--- config.mk ---
export PLATFORM = sky130hd
export DESIGN_NAME = lcd_seq_ctrl
export DESIGN_NICKNAME = d
export VERILOG_FILES = /design/src/rtl/lcd_pkg.sv /design/src/rtl/lcd_char_buf.sv /design/src/rtl/lcd_seq_ctrl.sv
export SDC_FILE = /design/constraint.sdc
export NUM_CORES = 1
export LEC_CHECK = 0
export ABC_CLOCK_PERIOD_IN_PS = 5800
export CAP_MARGIN = 0
export CORE_ASPECT_RATIO = 1.2
export CORE_UTILIZATION = 47
export CTS_BUF_LIST = sky130_fd_sc_hd__clkbuf_8
export DETAILED_ROUTE_END_ITERATION = 6
export PLACE_DENSITY_LB_ADDON = 0.05
export SKIP_LAST_GASP = 1
export SLEW_MARGIN = 25
export SYNTH_ARGS = -nofsm -noshare
export SYNTH_HDL_FRONTEND = slang
export SYNTH_HIERARCHICAL = 1
export SYNTH_SLANG_ARGS = --single-unit
--- constraint.sdc ---
create_clock -name iCLK -period 5.8 [get_ports iCLK]
set_input_delay 1.16 -clock iCLK [delete_from_list [all_inputs] [get_ports iCLK]]
set_output_delay 1.16 -clock iCLK [all_outputs]
set_load 0.02 [all_outputs]
--- src/rtl/lcd_pkg.sv ---
// rtl/lcd_pkg.sv - LCD command constants, step indices and sequencer state encoding
package lcd_pkg;

   localparam logic [7:0] LCD_FUNC_SET = 8'h38;
   localparam logic [7:0] LCD_DISP_ON  = 8'h0C;
   localparam logic [7:0] LCD_CLEAR    = 8'h01;
   localparam logic [7:0] LCD_ENTRY    = 8'h06;
   localparam logic [7:0] LCD_LINE1    = 8'h80;
   localparam logic [7:0] LCD_LINE2    = 8'hC0;

   localparam logic [5:0] REFRESH_FIRST = 6'd4;
   localparam logic [5:0] LINE2_STEP    = 6'd21;
   localparam logic [5:0] LAST_STEP     = 6'd37;

   typedef enum logic [2:0] {
      ST_IDLE,
      ST_SETUP,
      ST_START,
      ST_ARM,
      ST_WAIT,
      ST_DELAY
   } lcd_state_t;

   // Power-on command sequence, one command per init step.
   function automatic logic [7:0] init_cmd(input logic [5:0] idx);
      case (idx)
         6'd0:    return LCD_FUNC_SET;
         6'd1:    return LCD_DISP_ON;
         6'd2:    return LCD_CLEAR;
         default: return LCD_ENTRY;
      endcase
   endfunction

endpackage

--- src/rtl/lcd_char_buf.sv ---
// rtl/lcd_char_buf.sv - 32x8 display character buffer, synchronous write, combinational read
module lcd_char_buf
   import lcd_pkg::*;
(
   input  logic       clk,
   input  logic       rst_n,
   input  logic       wr_en,
   input  logic [4:0] wr_addr,
   input  logic [7:0] wr_data,
   input  logic [4:0] rd_addr,
   output logic [7:0] rd_data
);

   logic [7:0] mem [32];

   // Reset blanks the display to spaces; host writes land on the next clock.
   always_ff @(posedge clk or negedge rst_n) begin
      if (!rst_n) begin
         for (int i = 0; i < 32; i++) begin
            mem[i] <= 8'h20;
         end
      end else if (wr_en) begin
         mem[wr_addr] <= wr_data;
      end
   end

   assign rd_data = mem[rd_addr];

endmodule

--- src/rtl/lcd_seq_ctrl.sv ---
// rtl/lcd_seq_ctrl.sv - LCD init/refresh sequencer feeding the bus controller (option: LCD_AUTO_REFRESH_EN)
module lcd_seq_ctrl
   import lcd_pkg::*;
#(
   parameter logic [17:0] DLY_CYCLES = 18'd250000,
   parameter int          INIT_LEN   = 4
)(
   input  logic       iCLK,
   input  logic       iRST_N,
   input  logic       iWR,
   input  logic [4:0] iADDR,
   input  logic [7:0] iCHAR,
   input  logic       iREFRESH,
   output logic       oBUSY,
   output logic [7:0] oLCD_DATA,
   output logic       oLCD_RS,
   output logic       oLCD_START,
   input  logic       iLCD_DONE
);

   lcd_state_t  state_q, state_d;
   logic [5:0]  idx_q, idx_d;
   logic [17:0] cnt_q, cnt_d;
   logic        pending_q;
   logic [7:0]  data_q;
   logic        rs_q;
   logic        refresh_req;
   logic [4:0]  rd_addr;
   logic [7:0]  rd_data;
   logic [7:0]  step_data;
   logic        step_rs;

`ifdef LCD_AUTO_REFRESH_EN
   assign refresh_req = iREFRESH | iWR;
`else
   assign refresh_req = iREFRESH;
`endif

   lcd_char_buf u_buf (
      .clk     (iCLK),
      .rst_n   (iRST_N),
      .wr_en   (iWR),
      .wr_addr (iADDR),
      .wr_data (iCHAR),
      .rd_addr (rd_addr),
      .rd_data (rd_data)
   );

   // Map the step index onto a command constant or a buffer character.
   always_comb begin
      step_data = 8'h00;
      step_rs   = 1'b0;
      rd_addr   = idx_q[4:0] - ((idx_q < LINE2_STEP) ? 5'd5 : 5'd6);
      if (idx_q < 6'(INIT_LEN)) begin
         step_data = init_cmd(idx_q);
      end else if (idx_q == REFRESH_FIRST) begin
         step_data = LCD_LINE1;
      end else if (idx_q == LINE2_STEP) begin
         step_data = LCD_LINE2;
      end else begin
         step_rs   = 1'b1;
         step_data = rd_data;
      end
   end

   // Sequencer next-state: setup, start pulse, stale-done blanking, wait, settle delay.
   always_comb begin
      state_d = state_q;
      idx_d   = idx_q;
      cnt_d   = cnt_q;
      case (state_q)
         ST_IDLE: begin
            if (refresh_req || pending_q) begin
               idx_d   = REFRESH_FIRST;
               state_d = ST_SETUP;
            end
         end
         ST_SETUP: state_d = ST_START;
         ST_START: begin
            cnt_d   = 18'd0;
            state_d = ST_ARM;
         end
         ST_ARM: begin
            if (cnt_q == 18'd1) begin
               cnt_d   = 18'd0;
               state_d = ST_WAIT;
            end else begin
               cnt_d = cnt_q + 18'd1;
            end
         end
         ST_WAIT: begin
            if (iLCD_DONE) begin
               cnt_d   = 18'd0;
               state_d = ST_DELAY;
            end
         end
         ST_DELAY: begin
            if (cnt_q == DLY_CYCLES - 18'd1) begin
               cnt_d = 18'd0;
               if (idx_q == LAST_STEP) begin
                  state_d = ST_IDLE;
               end else begin
                  idx_d   = idx_q + 6'd1;
                  state_d = ST_SETUP;
               end
            end else begin
               cnt_d = cnt_q + 18'd1;
            end
         end
         default: state_d = ST_IDLE;
      endcase
   end

   // State, index and counter registers; reset restarts the full init sequence.
   always_ff @(posedge iCLK or negedge iRST_N) begin
      if (!iRST_N) begin
         state_q <= ST_SETUP;
         idx_q   <= 6'd0;
         cnt_q   <= 18'd0;
      end else begin
         state_q <= state_d;
         idx_q   <= idx_d;
         cnt_q   <= cnt_d;
      end
   end

   // Refresh requests arriving while busy collapse into a single pending pass.
   always_ff @(posedge iCLK or negedge iRST_N) begin
      if (!iRST_N) begin
         pending_q <= 1'b0;
      end else if (state_q == ST_IDLE) begin
         pending_q <= 1'b0;
      end else if (refresh_req) begin
         pending_q <= 1'b1;
      end
   end

   // Latch the step byte at the end of SETUP so it holds through WAIT and DELAY.
   always_ff @(posedge iCLK or negedge iRST_N) begin
      if (!iRST_N) begin
         data_q <= 8'h00;
         rs_q   <= 1'b0;
      end else if (state_q == ST_SETUP) begin
         data_q <= step_data;
         rs_q   <= step_rs;
      end
   end

   assign oLCD_DATA  = data_q;
   assign oLCD_RS    = rs_q;
   assign oLCD_START = (state_q == ST_START);
   assign oBUSY      = (state_q != ST_IDLE) || pending_q || refresh_req;

endmodule

# Word level (Yosys, flattened, before mapping)

Cells that the tools add are included.

Register bits: 293
Input port bits: 18
Output and inout bits: 11
Word-level logic and storage cells: 108

$add $sub $neg: 3
Magnitude comparators: 5
Eq/ne operators: 17
Muxes and demuxes: 30
Bitwise operators: 2
Reduce and logical (&&, ||, !) cells: 13

Operators by type and width:

| operator                                                          | number |
|---|---|
| 256-bit bitwise mux                                               | 1 |
| 18-bit one-hot mux with 4 select lines                            | 1 |
| 18-bit two-way mux                                                | 3 |
| 8-bit two-way mux                                                 | 6 |
| 8-bit binary-select mux with 5-bit select                         | 1 |
| 8-bit demux with 5-bit select                                     | 1 |
| 18-bit by 1-bit adder with 18-bit output (second input constant)  | 1 |
| 18-bit by 1-bit == test with 1-bit output (second input constant) | 1 |
| 18-bit == test (second input constant)                            | 1 |
| 6-bit two-way mux                                                 | 3 |
| 3-bit one-hot mux with 6 select lines                             | 1 |
| 6-bit one-hot mux with 3 select lines                             | 1 |
| 6-bit greater-or-equal comparator (second input constant)         | 2 |
| 3-bit two-way mux                                                 | 4 |
| 5-bit NOT with 6-bit output                                       | 2 |
| 6-bit one-hot mux with 2 select lines                             | 1 |
| 2-bit != test (second input constant)                             | 5 |
| 4-bit AND reduction                                               | 2 |
| 6-bit by 1-bit adder with 6-bit output (second input constant)    | 1 |
| 3-bit by 2-bit == test with 1-bit output (second input constant)  | 2 |
| 3-bit == test (second input constant)                             | 2 |
| 6-bit by 1-bit == test with 1-bit output (second input constant)  | 1 |
| 6-bit by 2-bit == test with 1-bit output (second input constant)  | 1 |
| 6-bit by 3-bit == test with 1-bit output (second input constant)  | 1 |
| 17 further kinds                                                  | 25 |

# Depth between registers and ports, before layout

Depth in word-level cells: 10
Mapped depth: 18
Mapped depth without buffers: 16

# Hierarchy

Netlist, hierarchy kept.

By module, submodules not included:

| module       | times used | cells an instance | area each (µm²) | seq. area each (µm²) |
|---|---|---|---|---|
| lcd_char_buf | 1          | 699               | 11688.7         | 6446.2 |
| lcd_seq_ctrl | 1          | 297               | 2411.1          | 927.1 |

# Worst setup path after synthesis

Ideal clock, no wire load.

Path type: reg-to-reg
Start: register idx_q[0]
End: register data_q[6], in the netlist oLCD_DATA[6]
Library setup time: 0.136 ns
Arrival time: 3.833 ns
Data required time: 5.664 ns
Setup slack: 1.831 ns
Stages on the path, launching flop included: 19
Buffers on the path: 2
Clock period less this slack: 3.969 ns
Cells stage by stage: dfrtp_1 > inv_1 > ha_1 > nor2b_1 > o21ai_0 > nand2_1 > xnor2_1 > ha_1 > a31oi_1 > xnor2_1 > clkbuf_1 > buf_1 > mux4_2 > mux4_2 > mux2_2 > inv_1 > o32ai_1 > a2bb2oi_1 > o21ai_0

Word-level cells in the longest chain between the ends: 10
Elaborated cells between the ends (all ways): 13
Those cells by class: add/sub (1); order compare (2); eq/ne (2); mux (7); bitwise (1)

Ends and longest elaborated chain:

| element                                                 | line                | RTL |
|---|---|---|
| start, declared                                         | lcd_seq_ctrl.sv:22  | `logic [5:0] idx_q, idx_d;` |
| start signal, assigned                                  | lcd_seq_ctrl.sv:122 | `idx_q <= idx_d;` |
| 6-bit by 5-bit < comparator with 1-bit output           | lcd_seq_ctrl.sv:53  | `rd_addr = idx_q[4:0] - ((idx_q < LINE2_STEP) ? 5'd5 : 5'd6);` |
| 2-bit two-way mux                                       | lcd_seq_ctrl.sv:53  |  |
| 5-bit by 3-bit subtractor with 5-bit output *           | lcd_seq_ctrl.sv:53  |  |
| net rd_addr[2]                                          | lcd_seq_ctrl.sv:28  | `logic [4:0] rd_addr;` |
| 5-bit NOT with 6-bit output (implied by the code) *     | lcd_char_buf.sv:27  | `assign rd_data = mem[rd_addr];` |
| 8-bit binary-select mux with 5-bit select *             | lcd_char_buf.sv:27  |  |
| 8-bit two-way mux (implied by the code) * (2 in series) | lcd_char_buf.sv:27  |  |
| net rd_data[6]                                          | lcd_seq_ctrl.sv:29  | `logic [7:0] rd_data;` |
| 8-bit two-way mux *                                     | lcd_seq_ctrl.sv:58  | `end else if (idx_q == LINE2_STEP) begin` |
| 8-bit two-way mux *                                     | lcd_seq_ctrl.sv:56  | `end else if (idx_q == REFRESH_FIRST) begin` |
| 8-bit two-way mux *                                     | lcd_seq_ctrl.sv:54  | `if (idx_q < 6'(INIT_LEN)) begin` |
| end signal, assigned                                    | lcd_seq_ctrl.sv:144 | `data_q <= step_data;` |
| end, declared                                           | lcd_seq_ctrl.sv:25  | `logic [7:0] data_q;` |

The timed path passes the listed nets; every way through them passes the cells marked *. The select of a mux whose other input is x is not followed.
A chain may end at the register's enable or synchronous reset.

# Worst setup path after layout

Same ends and word-level chain as after synthesis.

==> impl_metrics.toml <==
[place]
portBuffers = 28
dp.cells = 1362
place.gp.congestion = 0.7579
place_hpwl_um = 21010
dp_slack_ns = 1.311

[run]
maxCapViolations = 0

[timing]
timing.hold.ws_ns = 0.4832
drv_slew = 0
setup_slack_ns = 1.366
finalSetupViolations = 0
worstMarginPinSlew_ns = 1.038
fmax_mhz = 225.5
fin_setup_tns_ns = 0
rsz0062_at_grt = "false"
timing.final.crit_share_pct = 76.44
relSlewSlack_pct = 30.54
fin_skew_ns = 0.01895
hold_viol = 0
fin_crit_ns = 4.434

[pwr]
seqPwrFrac_pct = 39.3
pwr-share-clk_pct = 26.7
p_int_mw = 4.711
powerDensity_nw_per_um2 = 437.1
total_power_mw = 6.887
ir_worst_vdd_mv = 0.2349
p_sw_share_pct = 31.60
p_sw_mw = 2.176
p_comb_share_pct = 34.0
leakage_nw = 6.936

[floorplanning]
start_util_pct = 47.75
num_rows = 69
io_pins = 29
fp.coreArea_um2 = 29530
die-area_um2 = 30700
fp.dieH_um = 191.7
dieWidth_um = 160.1

[clocking]
cts_buffer_depth = 3
cts_root_buf = "clkbuf_8"
clk_pin_slew_worst_paths_ns = 0.07
clk_latency_ns = 0.59
post-cts-setup-buffer-count = 0
htreeDepth = 2
cts_tree = "built"
cts_sinks = 293
cts_hold_buffers = 0
numCtsBuffers = 50
post_cts_resized = 0

[synthesis]
synth_area_leaders = "dfrtp_1 46%, mux2_2 21%, mux4_2 13%, dfstp_2 6.1%, nand2_1 1.7%"
yosysMostFrequentCell = "mux2_2"
synthFlopType = "dfrtp_1"
ys_ff_latch = 293
synth-edff-count = 0
synthTopCellsByCount = "265 x mux2_2, 260 x dfrtp_1, 80 x mux4_2"
async_flop_share_pct = 100.0
yosysWarnings = 6
yosysTopAreaCell = "dfrtp_1"
netlist_instances = 996
yosysTopAreaCellShare_pct = 46.14
ys_seq_area_share_pct = 52.29
postSynthAreaPerCell_um2 = 14.16
syn_nets = 1022
synth_area_um2 = 14100
ys_types = 53

[setup_path]
worstPathCellList = "inv_1, ha_1, nor2b_1, o21ai_0, nand2_1, xnor2_1, ha_4, buf_4, mux4_2, mux4_2, mux2_2, inv_1, o32ai_1, a2bb2oi_1, o21ai_0"
cp-end-kind = "flip-flop"
critPathBufInv = 3
crit_type = "reg -> reg"
reg2reg_from = "idx_q[0]"
cp.arrival_ns = 4.88
crit_path_max_fanout = 27
startpoint_type = "flip-flop"
cp_data_required_time_ns = 6.25
startpoint = "idx_q[0]"
cp_top_family = "multiplexers"
cpPeakStageDelay_ns = 0.69
slowest_stage = "ha_4"

[global_routing]
grt_antenna_before_repair = 0
grt_pass1_wl_um = 52300
grt_overflow = 0
grtUsageTotal_pct = 22.46
grt_pass1_vias = 8710
grt_max_degree = 109

[routing]
vias = 8335
first_pass_iters = 5
drcViolationCount = 0
wire_per_inst_um = 22.60
detail-route-antenna-nets = 0
routed_via_density = 5.729
drtIter0Drc = 392
drt_wl_total_um = 32890

[finish]
drive_gt1_share_pct = 45.16
fill_cells = 2557
area_delta_synth_final_pct = 11.76
fin_cells = 1455
diodes = 0
nets = 1050

[hold_path]
hold_path_class = "reg -> reg"
hold_start = "oLCD_DATA[4]"

[run_status]
status = "complete, no violations"
path summary, 6_finish.rpt:
| path | endpoint | slack (ns) | cells past startpoint |
|---|---|---|---|
| setup / recovery | oLCD_DATA[6] | 1.37 | 15 |
| hold / removal | oLCD_DATA[4] | 0.48 | 2 |
| setup reg to reg | oLCD_DATA[6] | 1.37 | 15 |
| hold reg to reg | oLCD_DATA[4] | 0.48 | 2 |
| max in group asynchronous | u_buf/mem[59] | 3.94 | 2 |
| min in group asynchronous | cnt_q[9] | 0.63 | 1 |
state kept, by name, summed over array words and instances (netlist names):
register and cells:
cnt_q 18, idx_q 6, oLCD_DATA 8, oLCD_RS 1, pending_q 1, state_q 3
u_buf/mem 256
routing by layer:
layer | part of all wire [%] | track usage, % | vias to the layer above
met4 | 2.2 | 6.557 | 0
met2 | 48 | 36.39 | 136
met3 | 2.7 | 3.455 | 50
met1 | 47 | 31.44 | 4388
met5 | 0 | 0 | -
li1 | - | - | 3761
tightest hold or removal path, stage by stage, from the launching register on:
cell and delay (ns):
dfrtp_1 0.34, nand2_1 0.05, o21ai_0 0.06
stage by stage:
step,utilization [%],cell area (µm²)
final,53.37,15760
after detailed placement,49.98,14760
after floorplan,-,14100
after CTS,53.39,15760
after global placement,50.00,14760
after global routing,53.37,15760
logic make-up after synthesis:
group	after synthesis	synth area share (%)
flops	293	52.29
mux	345	33.94
fa+ha+maj	8	0.7099
xor+xnor	7	0.4348
compound gates	82	3.718
buf+inv	81	2.440
simple gates	180	6.460
power groups by stage:
stage	Combinational (mW)	Sequential [mW]	Clock, mW
after floorplan	1.73	2.66	0
after global placement	2.35	2.74	0
after detailed placement	2.37	2.74	0
after CTS	2.38	2.71	1.90
after global routing	2.52	2.76	1.99
final	2.34	2.71	1.84
placed cells by master (no fill, tap or decap), types with 15 or more instances in the layout:
cell type / instances
clkbuf_8: 62
clkdlybuf4s50_1: 25
dfrtp_1: 260
dfstp_2: 33
inv_1: 38
mux2_2: 265
mux4_2: 80
nand2_1: 65
nand3_1: 15
nor2_1: 35
o21ai_0: 26
final cells by class:
cell class	instances	area, µm²	area share, %
inverter	13	48.80	0.3097
clock inverter	31	151.4	0.9608
timing repair buffer	44	432.9	2.747
tap	390	488.0	3.097
sequential	293	7373	46.79
clock buffer	62	853.3	5.415
multi-input combinational	622	6410	40.68
Note: power is estimated with default switching activity, not from simulation.
